<file path="src/rtl/trigger_capture_seq_if.sv">
// Memory write port between the capture sequencer (master) and the DMA/BRAM writer (slave).
interface trigger_capture_seq_if #(
    parameter int unsigned DATA_W = 28,
    parameter int unsigned ADDR_W = 32
);
    logic [DATA_W-1:0] data_out;
    logic              write_enable;
    logic [ADDR_W-1:0] write_address;

    modport master (
        output data_out,
        output write_enable,
        output write_address
    );

    modport slave (
        input data_out,
        input write_enable,
        input write_address
    );
endinterface

</file>
<file path="src/rtl/trigger_capture_seq.sv">
// Trigger-armed multi-channel capture sequencer streaming ADC words to a memory write port.
// Define TRIGSEQ_MISS_CNT_EN to build the saturating trigger-miss counter and its port.
module trigger_capture_seq #(
    parameter int unsigned ADC_W      = 14,
    parameter int unsigned N_CH       = 2,
    parameter int unsigned CNT_W      = 25,
    parameter int unsigned ADDR_W     = 32,
    parameter int unsigned ADDR_STEP  = 4,
    parameter int unsigned TRIG_DELAY = 6
) (
    input  logic                     clk,
    input  logic                     rst,
    input  logic [N_CH*ADC_W-1:0]    adc_data_i,
    input  logic                     trig_i,
    input  logic                     arm_i,
    input  logic                     abort_i,
    input  logic [CNT_W-1:0]         num_samples_i,
    input  logic [CNT_W-1:0]         num_reps_i,
    input  logic [ADDR_W-1:0]        base_addr_i,
    trigger_capture_seq_if.master    wr_if,
    output logic                     busy_o,
    output logic                     done_o
`ifdef TRIGSEQ_MISS_CNT_EN
    ,
    output logic [15:0]              trig_miss_cnt_o
`endif
);

    localparam int unsigned DataW = N_CH * ADC_W;
    localparam int unsigned DlyW  = (TRIG_DELAY > 1) ? $clog2(TRIG_DELAY) : 1;

    typedef enum logic [1:0] {StIdle, StArmed, StDelay, StCapture} state_e;

    state_e             state_q, state_d;
    logic [DataW-1:0]   data_q, data_d;
    logic               we_q, we_d;
    logic [ADDR_W-1:0]  addr_q, addr_d;
    logic               done_q, done_d;
    logic               last_trig_q;
    logic [CNT_W-1:0]   smp_cfg_q, smp_cfg_d;
    logic [CNT_W-1:0]   smp_cnt_q, smp_cnt_d;
    logic [CNT_W-1:0]   rep_cnt_q, rep_cnt_d;
    logic [DlyW-1:0]    dly_cnt_q, dly_cnt_d;
    logic               trig_edge;
    logic               issue_write;

    assign trig_edge = trig_i & ~last_trig_q;

    always_comb begin
        state_d     = state_q;
        data_d      = data_q;
        we_d        = 1'b0;
        addr_d      = addr_q;
        done_d      = 1'b0;
        smp_cfg_d   = smp_cfg_q;
        smp_cnt_d   = smp_cnt_q;
        rep_cnt_d   = rep_cnt_q;
        dly_cnt_d   = dly_cnt_q;
        issue_write = 1'b0;

        // Address runs on across repetitions; only arm reloads it.
        if (we_q) begin
            addr_d = addr_q + ADDR_W'(ADDR_STEP);
        end

        unique case (state_q)
            StIdle: begin
                if (arm_i) begin
                    state_d   = StArmed;
                    smp_cfg_d = num_samples_i;
                    rep_cnt_d = num_reps_i;
                    addr_d    = base_addr_i;
                end
            end
            StArmed: begin
                if (rep_cnt_q == '0) begin
                    state_d = StIdle;
                    done_d  = 1'b1;
                end else if (trig_edge) begin
                    state_d   = StDelay;
                    dly_cnt_d = DlyW'(TRIG_DELAY - 1);
                end
            end
            StDelay: begin
                if (dly_cnt_q == '0) begin
                    state_d     = StCapture;
                    issue_write = 1'b1;
                    smp_cnt_d   = smp_cfg_q;
                end else begin
                    dly_cnt_d = dly_cnt_q - DlyW'(1);
                end
            end
            StCapture: begin
                if (smp_cnt_q != '0) begin
                    issue_write = 1'b1;
                    smp_cnt_d   = smp_cnt_q - CNT_W'(1);
                end else begin
                    rep_cnt_d = rep_cnt_q - CNT_W'(1);
                    if (rep_cnt_q == CNT_W'(1)) begin
                        state_d = StIdle;
                        done_d  = 1'b1;
                    end else begin
                        state_d = StArmed;
                    end
                end
            end
            default: state_d = StIdle;
        endcase

        if (issue_write) begin
            we_d   = 1'b1;
            data_d = adc_data_i;
        end

        if (abort_i) begin
            state_d   = StIdle;
            we_d      = 1'b0;
            done_d    = 1'b0;
            data_d    = data_q;
            smp_cfg_d = '0;
            smp_cnt_d = '0;
            rep_cnt_d = '0;
            dly_cnt_d = '0;
        end
    end

    always_ff @(posedge clk or posedge rst) begin
        if (rst) begin
            state_q     <= StIdle;
            data_q      <= '0;
            we_q        <= 1'b0;
            addr_q      <= '0;
            done_q      <= 1'b0;
            last_trig_q <= 1'b1;
            smp_cfg_q   <= '0;
            smp_cnt_q   <= '0;
            rep_cnt_q   <= '0;
            dly_cnt_q   <= '0;
        end else begin
            state_q     <= state_d;
            data_q      <= data_d;
            we_q        <= we_d;
            addr_q      <= addr_d;
            done_q      <= done_d;
            last_trig_q <= trig_i;
            smp_cfg_q   <= smp_cfg_d;
            smp_cnt_q   <= smp_cnt_d;
            rep_cnt_q   <= rep_cnt_d;
            dly_cnt_q   <= dly_cnt_d;
        end
    end

    assign wr_if.data_out      = data_q;
    assign wr_if.write_enable  = we_q;
    assign wr_if.write_address = addr_q;
    assign busy_o              = (state_q != StIdle);
    assign done_o              = done_q;

`ifdef TRIGSEQ_MISS_CNT_EN
    logic [15:0] miss_q, miss_d;

    // Edges seen while delaying or capturing are dropped, so count them here.
    always_comb begin
        miss_d = miss_q;
        if (state_q == StIdle && arm_i && !abort_i) begin
            miss_d = '0;
        end else if (trig_edge && (state_q == StDelay || state_q == StCapture) &&
                     miss_q != 16'hFFFF) begin
            miss_d = miss_q + 16'd1;
        end
    end

    always_ff @(posedge clk or posedge rst) begin
        if (rst) begin
            miss_q <= '0;
        end else begin
            miss_q <= miss_d;
        end
    end

    assign trig_miss_cnt_o = miss_q;
`endif

endmodule

</file>
<file path="src/flat_wrapper.sv">
// flat-port wrapper written by rule: the top's interface ports become plain ports
module trigger_capture_seq_flat 
#(
    parameter int unsigned ADC_W      = 14,
    parameter int unsigned N_CH       = 2,
    parameter int unsigned CNT_W      = 25,
    parameter int unsigned ADDR_W     = 32,
    parameter int unsigned ADDR_STEP  = 4,
    parameter int unsigned TRIG_DELAY = 6
)
  (clk, rst, adc_data_i, trig_i, arm_i, abort_i, num_samples_i, num_reps_i, base_addr_i, busy_o, done_o, wr_if_data_out, wr_if_write_enable, wr_if_write_address);
  trigger_capture_seq_if #(.DATA_W(28), .ADDR_W(ADDR_W)) wr_if_i ();
  input  logic clk;
  input  logic rst;
  input  logic [N_CH*ADC_W-1:0] adc_data_i;
  input  logic trig_i;
  input  logic arm_i;
  input  logic abort_i;
  input  logic [CNT_W-1:0] num_samples_i;
  input  logic [CNT_W-1:0] num_reps_i;
  input  logic [ADDR_W-1:0] base_addr_i;
  output logic busy_o;
  output logic done_o;
  output wire logic [$bits(wr_if_i.data_out)-1:0] wr_if_data_out;
  output wire logic [$bits(wr_if_i.write_enable)-1:0] wr_if_write_enable;
  output wire logic [$bits(wr_if_i.write_address)-1:0] wr_if_write_address;
  assign wr_if_data_out = wr_if_i.data_out;
  assign wr_if_write_enable = wr_if_i.write_enable;
  assign wr_if_write_address = wr_if_i.write_address;
  trigger_capture_seq #(.ADC_W(ADC_W), .N_CH(N_CH), .CNT_W(CNT_W), .ADDR_W(ADDR_W), .ADDR_STEP(ADDR_STEP), .TRIG_DELAY(TRIG_DELAY)) u_core (.clk(clk), .rst(rst), .adc_data_i(adc_data_i), .trig_i(trig_i), .arm_i(arm_i), .abort_i(abort_i), .num_samples_i(num_samples_i), .num_reps_i(num_reps_i), .base_addr_i(base_addr_i), .wr_if(wr_if_i), .busy_o(busy_o), .done_o(done_o));
endmodule
</file>
<file path="config.mk">
export PLATFORM = sky130hd
export DESIGN_NAME = trigger_capture_seq_flat
export DESIGN_NICKNAME = d
export VERILOG_FILES = /design/src/rtl/trigger_capture_seq_if.sv /design/src/rtl/trigger_capture_seq.sv /design/src/flat_wrapper.sv
export SDC_FILE = /design/constraint.sdc
export NUM_CORES = 1
export LEC_CHECK = 0
export BUFFER_PORTS_ARGS = -buffer_cell sky130_fd_sc_hd__buf_4
export CORE_AREA = 4 4 143 145
export CTS_CLUSTER_SIZE = 30
export DETAILED_ROUTE_END_ITERATION = 12
export DIE_AREA = 0 0 147 149
export PLACE_DENSITY = 0.68
export SLEW_MARGIN = 20
export SYNTH_ARGS = -nofsm -noshare
export SYNTH_HDL_FRONTEND = slang
export SYNTH_SLANG_ARGS = --single-unit
export TNS_END_PERCENT = 50
</file>
<file path="constraint.sdc">
create_clock -name clk -period 5.9 [get_ports clk]
set_input_delay 0.59 -clock clk [delete_from_list [all_inputs] [get_ports clk]]
set_output_delay 0.59 -clock clk [all_outputs]
set_load 0.02 [all_outputs]
</file>
Word-level counts from Yosys, hierarchy flattened --
Cells that the tools add are included.
Word-level totals: register bits 143, bits of input ports 115, output and inout bits 63, word-level logic and storage cells 82
Operators by class: add/sub/neg operators 4, equal/unequal tests 12, muxes and demuxes 37, bitwise operators 3, reductions and logical operators 16
Operators by type and width (count):
- 25-bit two-way mux | 9
- 25-bit case mux with 2 select lines | 2
- 32-bit two-way mux | 3
- 25-bit by 1-bit subtractor with 25-bit output (second input constant) | 2
- 32-bit by 3-bit adder with 32-bit output (second input constant) | 1
- 25-bit by 1-bit equality test with 1-bit output (second input constant) | 1
- 25-bit zero test | 1
- 25-bit nonzero test | 1
- 2-bit two-way mux | 6
- 3-bit two-way mux | 4
- 3-bit != test (second input constant) | 4
- 1-bit two-way mux | 9
- 3-bit by 2-bit != test with 1-bit output (second input constant) | 3
- 3-bit nonzero test | 3
- 2-bit case mux with 4 select lines | 1
- 4-bit AND reduction | 2
- 3-bit case mux with 2 select lines | 1
- 3-bit AND reduction | 2
- 2-bit nonzero test | 3
- 2-bit equality test (second input constant) | 2
- 4-bit by 2-bit != test with 1-bit output (second input constant) | 1
- 1-bit case mux with 2 select lines | 2
- 2-bit AND reduction | 2
- 3-bit zero test | 1
- other kinds (5) | 6

Longest topological paths before layout --
Gate-level depths: netlist of run 1.
word-level depth 6, mapped depth 10, mapped depth without buffers 7

Least setup slack after synthesis of run 1 --
Ideal clock, no wire load.
kind register -> register, start point register u_core.smp_cnt_q[0], end point register u_core.data_q[10], in the netlist u_core.wr_if.data_out[10], setup time 0.125 ns, arrival time 2.195 ns, data required time 5.775 ns, path slack 3.580 ns, stages on the path, launching flop included 11, buffers on the path 3, clock period less this slack 2.320 ns, cells stage by stage dfrtp_1 -> inv_1 -> ha_1 -> nor4b_1 -> and4_1 -> clkbuf_1 -> a31o_1 -> buf_4 -> nor2_2 -> buf_2 -> mux2_2
On the way: word-level cells in the longest chain between the ends 4
Ends and longest elaborated chain:
- from (decl) | line trigger_capture_seq.sv:41 | logic [CNT_W-1:0] smp_cnt_q, smp_cnt_d;
- from (signal assigned) | line trigger_capture_seq.sv:147 | smp_cnt_q <= smp_cnt_d;
- 25-bit nonzero test | line trigger_capture_seq.sv:94 | if (smp_cnt_q != '0) begin
- 1-bit two-way mux | line trigger_capture_seq.sv:94
- 1-bit case mux with 2 select lines | line trigger_capture_seq.sv:66 | unique case (state_q)
- 2-bit AND reduction (no source line)
- to (signal assigned) | line trigger_capture_seq.sv:141 | data_q <= data_d;
- to (decl) | line trigger_capture_seq.sv:35 | logic [DataW-1:0] data_q, data_d;
Every way passes these cells. A chain may end at the register's enable or synchronous reset.

Worst setup path in the final report of run 1 --
start point register u_core.state_q[0], end point register u_core.data_q[23], in the netlist u_core.wr_if.data_out[23]
On the way: word-level cells in the longest chain between the ends 3, elaborated cells between the ends (all ways) 4, classes of those cells eq/ne (2); mux (1); reduce/logical (1)
Ends and longest elaborated chain:
- from (decl) | line trigger_capture_seq.sv:34 | state_e state_q, state_d;
- from (signal assigned) | line trigger_capture_seq.sv:129 | state_q <= StIdle;
- from (signal assigned) | line trigger_capture_seq.sv:140 | state_q <= state_d;
- 2-bit equality test | line trigger_capture_seq.sv:66
- 1-bit case mux with 2 select lines * | line trigger_capture_seq.sv:66
- 2-bit AND reduction (no source line) *
Every way passes the cells marked *; elsewhere a longest branch is shown, timed or not.

==> impl_metrics.env, run 1 <==
export IMPL_setup_tns_final_ns=0
export IMPL_synth_cells=845
export IMPL_cpPeakStageDelay_ns=1.05
export IMPL_cp_depth=5
export IMPL_drt_pass1_iter_count=5
export IMPL_critical_path_top_delay_family="flip-flops"
export IMPL_rsz0062_at_grt="false"
export IMPL_rows=51
export IMPL_drive_above_1_share_pct=26.3
export IMPL_final_instance_count_excl_fill=1267
export IMPL_place_congestion=0.836
export IMPL_synth_warning_count=0
export IMPL_cts_setup_buffers=0
export IMPL_setup_viol=0
export IMPL_clockBufferDepth=2
export IMPL_holdPathStages=1
export IMPL_htree_levels=4
export IMPL_worst_pin_slew_ns=1.07
export IMPL_ys_types=71
export IMPL_crit_required_ns=6.21
export IMPL_relSlewSlack_pct=28.7
export IMPL_yosysTopAreaCell="dfrtp_1"
export IMPL_root_buffer="clkbuf_16"
export IMPL_first_global_vias=6804
export IMPL_status="completed"
export IMPL_r2r_cells=5
export IMPL_track_usage_pct=19.2
export IMPL_core_area_mm2=0.0192
export IMPL_cts_inserted_buffers=17
export IMPL_nFillCells=1801
export IMPL_fp_dieW_um=147
export IMPL_min_to="u_core.last_trig_q"
export IMPL_grt_max_degree=91
export IMPL_path_clk_slew_ns=0.07
export IMPL_cts_sinks=143
export IMPL_die_h_um=149
export IMPL_post_route_period_util_pct=54.9
export IMPL_clock_skew_ns=0.0130
export IMPL_finalWirelength_um=21000
export IMPL_synth_edf_count=0
export IMPL_peakVddDrop_mv=0.260
export IMPL_worst_setup_path_start_kind="register"
export IMPL_max_freq_mhz=309
export IMPL_synthTopCellsByArea="dfrtp_1 (47%), nand2_1 (7.0%), a21oi_1 (4.9%)"
export IMPL_dpl_hpwl_um=14600
export IMPL_syn_num_nets=968
export IMPL_antenna_found_initial=0
export IMPL_reg2reg_slack_ns=2.66
export IMPL_area_growth_pct=26.9
export IMPL_cp_end_kind="register"
export IMPL_cp_slowest_cell="dfrtp_1"
export IMPL_holdBufCountCts=0
export IMPL_min_period_ns=3.24
export IMPL_num_vias=6851
export IMPL_seq_area_mm2=0.00358
export IMPL_maxCapViolCount=0
export IMPL_n_antenna_cell=0
export IMPL_tritoncts="built"
export IMPL_gr_total_overflow=0
export IMPL_synth_area_mm2=0.00759
export IMPL_nets=1112
export IMPL_p_leak_nw=4.24
export IMPL_r2r_start="u_core.state_q[0]"
export IMPL_async_flop_share_pct=100
export IMPL_slew_viol_final=0
export IMPL_clock_latency_ns=0.43
export IMPL_yosys_most_used_dff="dfrtp_1"
export IMPL_ctsResizeCount=0
export IMPL_path_max_fanout=33
export IMPL_min_delay_start="trig_i"
export IMPL_setup_worst_path_start="u_core.state_q[0]"
export IMPL_detailedRoute_firstIterationViolations=469
export IMPL_avgSynthCellArea_um2=8.99
export IMPL_wl_per_cell_um=16.6
export IMPL_timing_worst_setup_path_type="reg2reg"
export IMPL_boundaryPins=178
export IMPL_multiInputGateArea_mm2=0.00373
export IMPL_path_buf_inv=1
export IMPL_post_route_drc_count=0
export IMPL_synth_seq_cells=143
export IMPL_yosysSeqAreaShare_pct=47.1
export IMPL_die_area_mm2=0.0219
export IMPL_p_per_area_mw_per_mm2=339
export IMPL_grt_pass1_wl_um=34400
export IMPL_synth_top_area_share_pct=46.8
export IMPL_initial_core_util_pct=39.5
export IMPL_r2r_end="u_core.wr_if.data_out[23]"
export IMPL_crit_arrival_ns=3.55
export IMPL_portBuffers=177
export IMPL_hp_class="in2reg"
export IMPL_viasPerCell=5.41
export IMPL_finalHoldViolCount=0
export IMPL_crit_chain="o21ai_0, a31o_1, nor2_2, buf_4, mux2_2"
export IMPL_dp_cells=1235
export IMPL_drtAntennaViolNets=0
[metrics by stage]
| stage | hold slack, ns | cell area (um^2) | total power [mW] | setup slack, ns | util (%) |
|---|---|---|---|---|---|
| 2_1_floorplan | 0.469 | 7590 | 1.84 | 1.47 | - |
| 3_3_place_gp | 0.470 | 9070 | 2.24 | 2.80 | 47.2 |
| 3_5_place_dp | 0.473 | 9070 | 2.25 | 2.72 | 47.2 |
| 4_1_cts | 0.255 | 9630 | 3.30 | 2.72 | 50.2 |
| 5_1_grt | 0.256 | 9630 | 3.45 | 2.42 | 50.2 |
| 6_report | 0.280 | 9630 | 3.27 | 2.66 | 50.2 |
[synth_stat cells (6+ instances only)]
| cell type | n |
|---|---|
| xnor2_1 | 19 |
| inv_1 | 13 |
| nand2b_1 | 10 |
| xor2_1 | 10 |
| nand3_1 | 20 |
| nand2_1 | 141 |
| a22oi_1 | 6 |
| nor2_1 | 46 |
| nand4_1 | 10 |
| and3_1 | 6 |
| mux2_2 | 27 |
| or4_1 | 10 |
| dfrtp_1 | 142 |
| nor4_1 | 16 |
| nor3_1 | 32 |
| o21ai_0 | 60 |
| o21a_1 | 7 |
| o21ai_1 | 22 |
| clkbuf_1 | 43 |
| ha_1 | 8 |
| o31a_1 | 8 |
| a21oi_1 | 75 |
[worst reg2reg max path, delay by kind of cell, from the launching register on]
kind	cells	cell delay [ns]
buffers and inverters	1	0.40
AO/OA/AOI/OAI	2	1.02
flip-flops	1	1.05
multiplexers	1	0.40
AND/OR/NAND/NOR	1	0.26
[per-layer routing]
metal,wire (um),part of all wire [%],track usage (%)
met1,9160,44,24.7
met2,9640,46,30.7
met3,1970,9.4,7.51
met4,198,0.94,4.66
met5,0,0,0
[where the power goes]
| group | switching, mW | leakage [nW] | internal, mW | total, mW |
|---|---|---|---|---|
| clock | 0.476 | 0.281 | 0.560 | 1.04 |
| combinational | 0.513 | 2.10 | 0.414 | 0.927 |
| sequential | 0.150 | 1.86 | 1.15 | 1.30 |
[layout make-up]
cell class                      instances  area share (%)
Clock buffer                           17            4.42
Clock inverter                         15            1.47
Inverter                               13           0.558
Multi-Input combinational cell        631            38.7
Sequential cell                       143            37.2
Tap cell                              265            3.44
Timing Repair Buffer                  183            14.3
[cell families after synthesis]
family	Yosys count	share of synthesized area, %
compound gates	234	18.7
buf+inv	71	3.95
fa+ha+maj	8	1.32
xor+xnor	29	3.34
mux	31	4.56
simple gates	329	21.0
flops	143	47.1
[flip-flops by register name, summed over array words and instances (netlist names)]
name and flops:
u_core.wr_if.write_address 32, u_core.wr_if.data_out 28, u_core.dly_cnt_q 3, u_core.last_trig_q 1
u_core.done_o 1, u_core.smp_cfg_q 25, u_core.smp_cnt_q 25, u_core.state_q 2
u_core.wr_if.write_enable 1, u_core.rep_cnt_q 25
[placed cells by master, fill, tap and decap left out, drive strengths merged, types with 19 or more instances in the layout]
master  instances
a21oi          75
buf           183
dfrtp         142
inv            23
mux2           29
nand2         141
nand3          20
nor2           47
nor3           33
o21ai          84
xnor2          19
[how the worst max path moves through the flow]
stage / endpoint / slack (ns)
detailed placement: u_core.rep_cnt_q[19] / 2.72
CTS: u_core.rep_cnt_q[20] / 2.72
global placement: u_core.rep_cnt_q[19] / 2.80
floorplan: u_core.dly_cnt_q[0] / 1.47
finish: u_core.wr_if.data_out[23] / 2.66
global route: u_core.rep_cnt_q[20] / 2.42
No activity file was read; power rests on OpenSTA's default activity.
==> run 2: changes to the inputs <==
Settings changed: PLACE_DENSITY 0.68 to 0.7.
Clock period 5.9 ns to 2.85 ns, I/O delays scaled along.
==> impl_metrics.env, run 2 (synthesized netlist as in run 1, its figures left out) <==
export IMPL_status="completed"
export IMPL_drtAntennaViolNets=0
export IMPL_rows=51
export IMPL_htree_levels=4
export IMPL_clockBufferDepth=2
export IMPL_worst_pin_slew_ns=0.825
export IMPL_cp_slowest_cell="dfrtp_1"
export IMPL_cts_inserted_buffers=17
export IMPL_initial_core_util_pct=39.5
export IMPL_timing_worst_setup_path_type="reg2reg"
export IMPL_drive_above_1_share_pct=27.9
export IMPL_slew_viol_final=0
export IMPL_cts_sinks=143
export IMPL_clkPwrFrac_pct=32.4
export IMPL_first_global_vias=6944
export IMPL_track_usage_pct=19.7
export IMPL_max_freq_mhz=387
export IMPL_path_clk_slew_ns=0.07
export IMPL_antenna_found_initial=0
export IMPL_nets=1136
export IMPL_die_area_mm2=0.0219
export IMPL_dp_cells=1258
export IMPL_viasPerCell=5.35
export IMPL_relSlewSlack_pct=45.0
export IMPL_sequentialPowerShare_pct=38.9
export IMPL_boundaryPins=178
export IMPL_area_growth_pct=29.7
export IMPL_finalHoldViolCount=0
export IMPL_n_antenna_cell=0
export IMPL_final_util_pct=51.3
export IMPL_peakVddDrop_mv=0.625
export IMPL_gr_total_overflow=0
export IMPL_cpPeakStageDelay_ns=0.38
export IMPL_setup_tns_final_ns=0
export IMPL_place_congestion=0.851
export IMPL_p_switching_mw=2.37
export IMPL_critical_path_top_delay_family="simple AND/OR/NAND/NOR gates"
export IMPL_hp_class="in2async"
export IMPL_finalWirelength_um=21500
export IMPL_p_per_area_mw_per_mm2=701
export IMPL_p_comb_share_pct=28.7
export IMPL_nFillCells=1811
export IMPL_internal_power_mw=4.54
export IMPL_cp_end_kind="register"
export IMPL_min_period_ns=2.58
export IMPL_fin_hold_ws_ns=0.0191
export IMPL_drt_pass1_iter_count=4
export IMPL_crit_arrival_ns=2.89
export IMPL_p_leak_nw=4.36
export IMPL_dpl_hpwl_um=15200
export IMPL_core_area_mm2=0.0192
export IMPL_worst_setup_path_start_kind="register"
export IMPL_wl_per_cell_um=16.7
export IMPL_post_route_period_util_pct=90.6
export IMPL_final_instance_count_excl_fill=1291
export IMPL_die_h_um=149
export IMPL_post_route_drc_count=0
export IMPL_swShare_pct=34.3
export IMPL_tritoncts="built"
export IMPL_largest_reg_flops=32
export IMPL_portBuffers=177
export IMPL_final_common_cell="buf_4"
export IMPL_maxCapViolCount=0
export IMPL_clock_latency_ns=0.42
export IMPL_fp_dieW_um=147
export IMPL_crit_chain="inv_1, ha_1, nor4b_1, and4_1, a31o_1, nor2_2, buf_4, mux2_2"
export IMPL_crit_required_ns=3.15
export IMPL_post_place_ws_ns=0.287
export IMPL_mostFrequentLayoutCells="buf_4 (204), dfrtp_1 (142), nand2_1 (140), a21oi_1 (75), o21ai_0 (60)"
export IMPL_rsz0062_at_grt="false"
export IMPL_detailedRoute_firstIterationViolations=436
export IMPL_root_buffer="clkbuf_16"
export IMPL_setup_ws_ns=0.268
export IMPL_grt_pass1_wl_um=35400
export IMPL_clock_skew_ns=0.0125
export IMPL_ctsResizeCount=0
export IMPL_path_buf_inv=2
export IMPL_path_max_fanout=16
export IMPL_grt_max_degree=50
export IMPL_num_vias=6911
export IMPL_setup_viol=0
-- run 2: what timing repair did --
action	4_1_cts	5_1_grt
hold endpoints to repair	1	0
buffers inserted	0	0
hold buffers	1	0
-- run 2: metal layers --
metal	wire, um	track usage, %
met5	0	0
met4	282	5.50
met3	2260	7.63
met2	9810	30.5
met1	9170	26.0
-- run 2: power by group through the flow --
stage          sequential (mW)  clock, mW  combinational (mW)
2_1_floorplan             3.01          0               0.793
3_3_place_gp              2.70          0                1.97
3_5_place_dp              2.71          0                2.00
4_1_cts                   2.69       2.28                2.00
5_1_grt                   2.74       2.37                2.16
6_report                  2.69       2.24                1.98
-- run 2: path summary, 6_finish.rpt --
kind | startpoint | end | slack [ns] | cells after the start
worst max-delay path | u_core.smp_cnt_q[0] | u_core.wr_if.data_out[18] | 0.27 | 8
worst min-delay path | rst | u_core.wr_if.write_address[16] | 0.02 | 2
worst max register to register | u_core.smp_cnt_q[0] | u_core.wr_if.data_out[18] | 0.27 | 8
worst min register to register | u_core.wr_if.write_address[0] | u_core.wr_if.write_address[0] | 0.48 | 2
max in group asynchronous | rst | u_core.smp_cfg_q[8] | 2.10 | 3
min in group clk | base_addr_i[18] | u_core.wr_if.write_address[18] | 0.05 | 3
-- run 2: stage by stage --
step                      total power, mW  cell area [um^2]
after floorplan                      3.80              7600
after global placement               4.68              9260
after detailed placement             4.70              9260
after CTS                            6.97              9850
after global routing                 7.26              9850
final                                6.91              9850
-- run 2: final cells by class --
type                       instances  area, um^2  area share [%]
multi-input combinational        631        3720            37.8
sequential                       143        3580            36.3
timing repair buffer             207        1580            16.1
clock buffer                      18         439            4.46
tap                              265         332            3.37
clock inverter                    14         144            1.46
inverter                          13        52.6           0.533
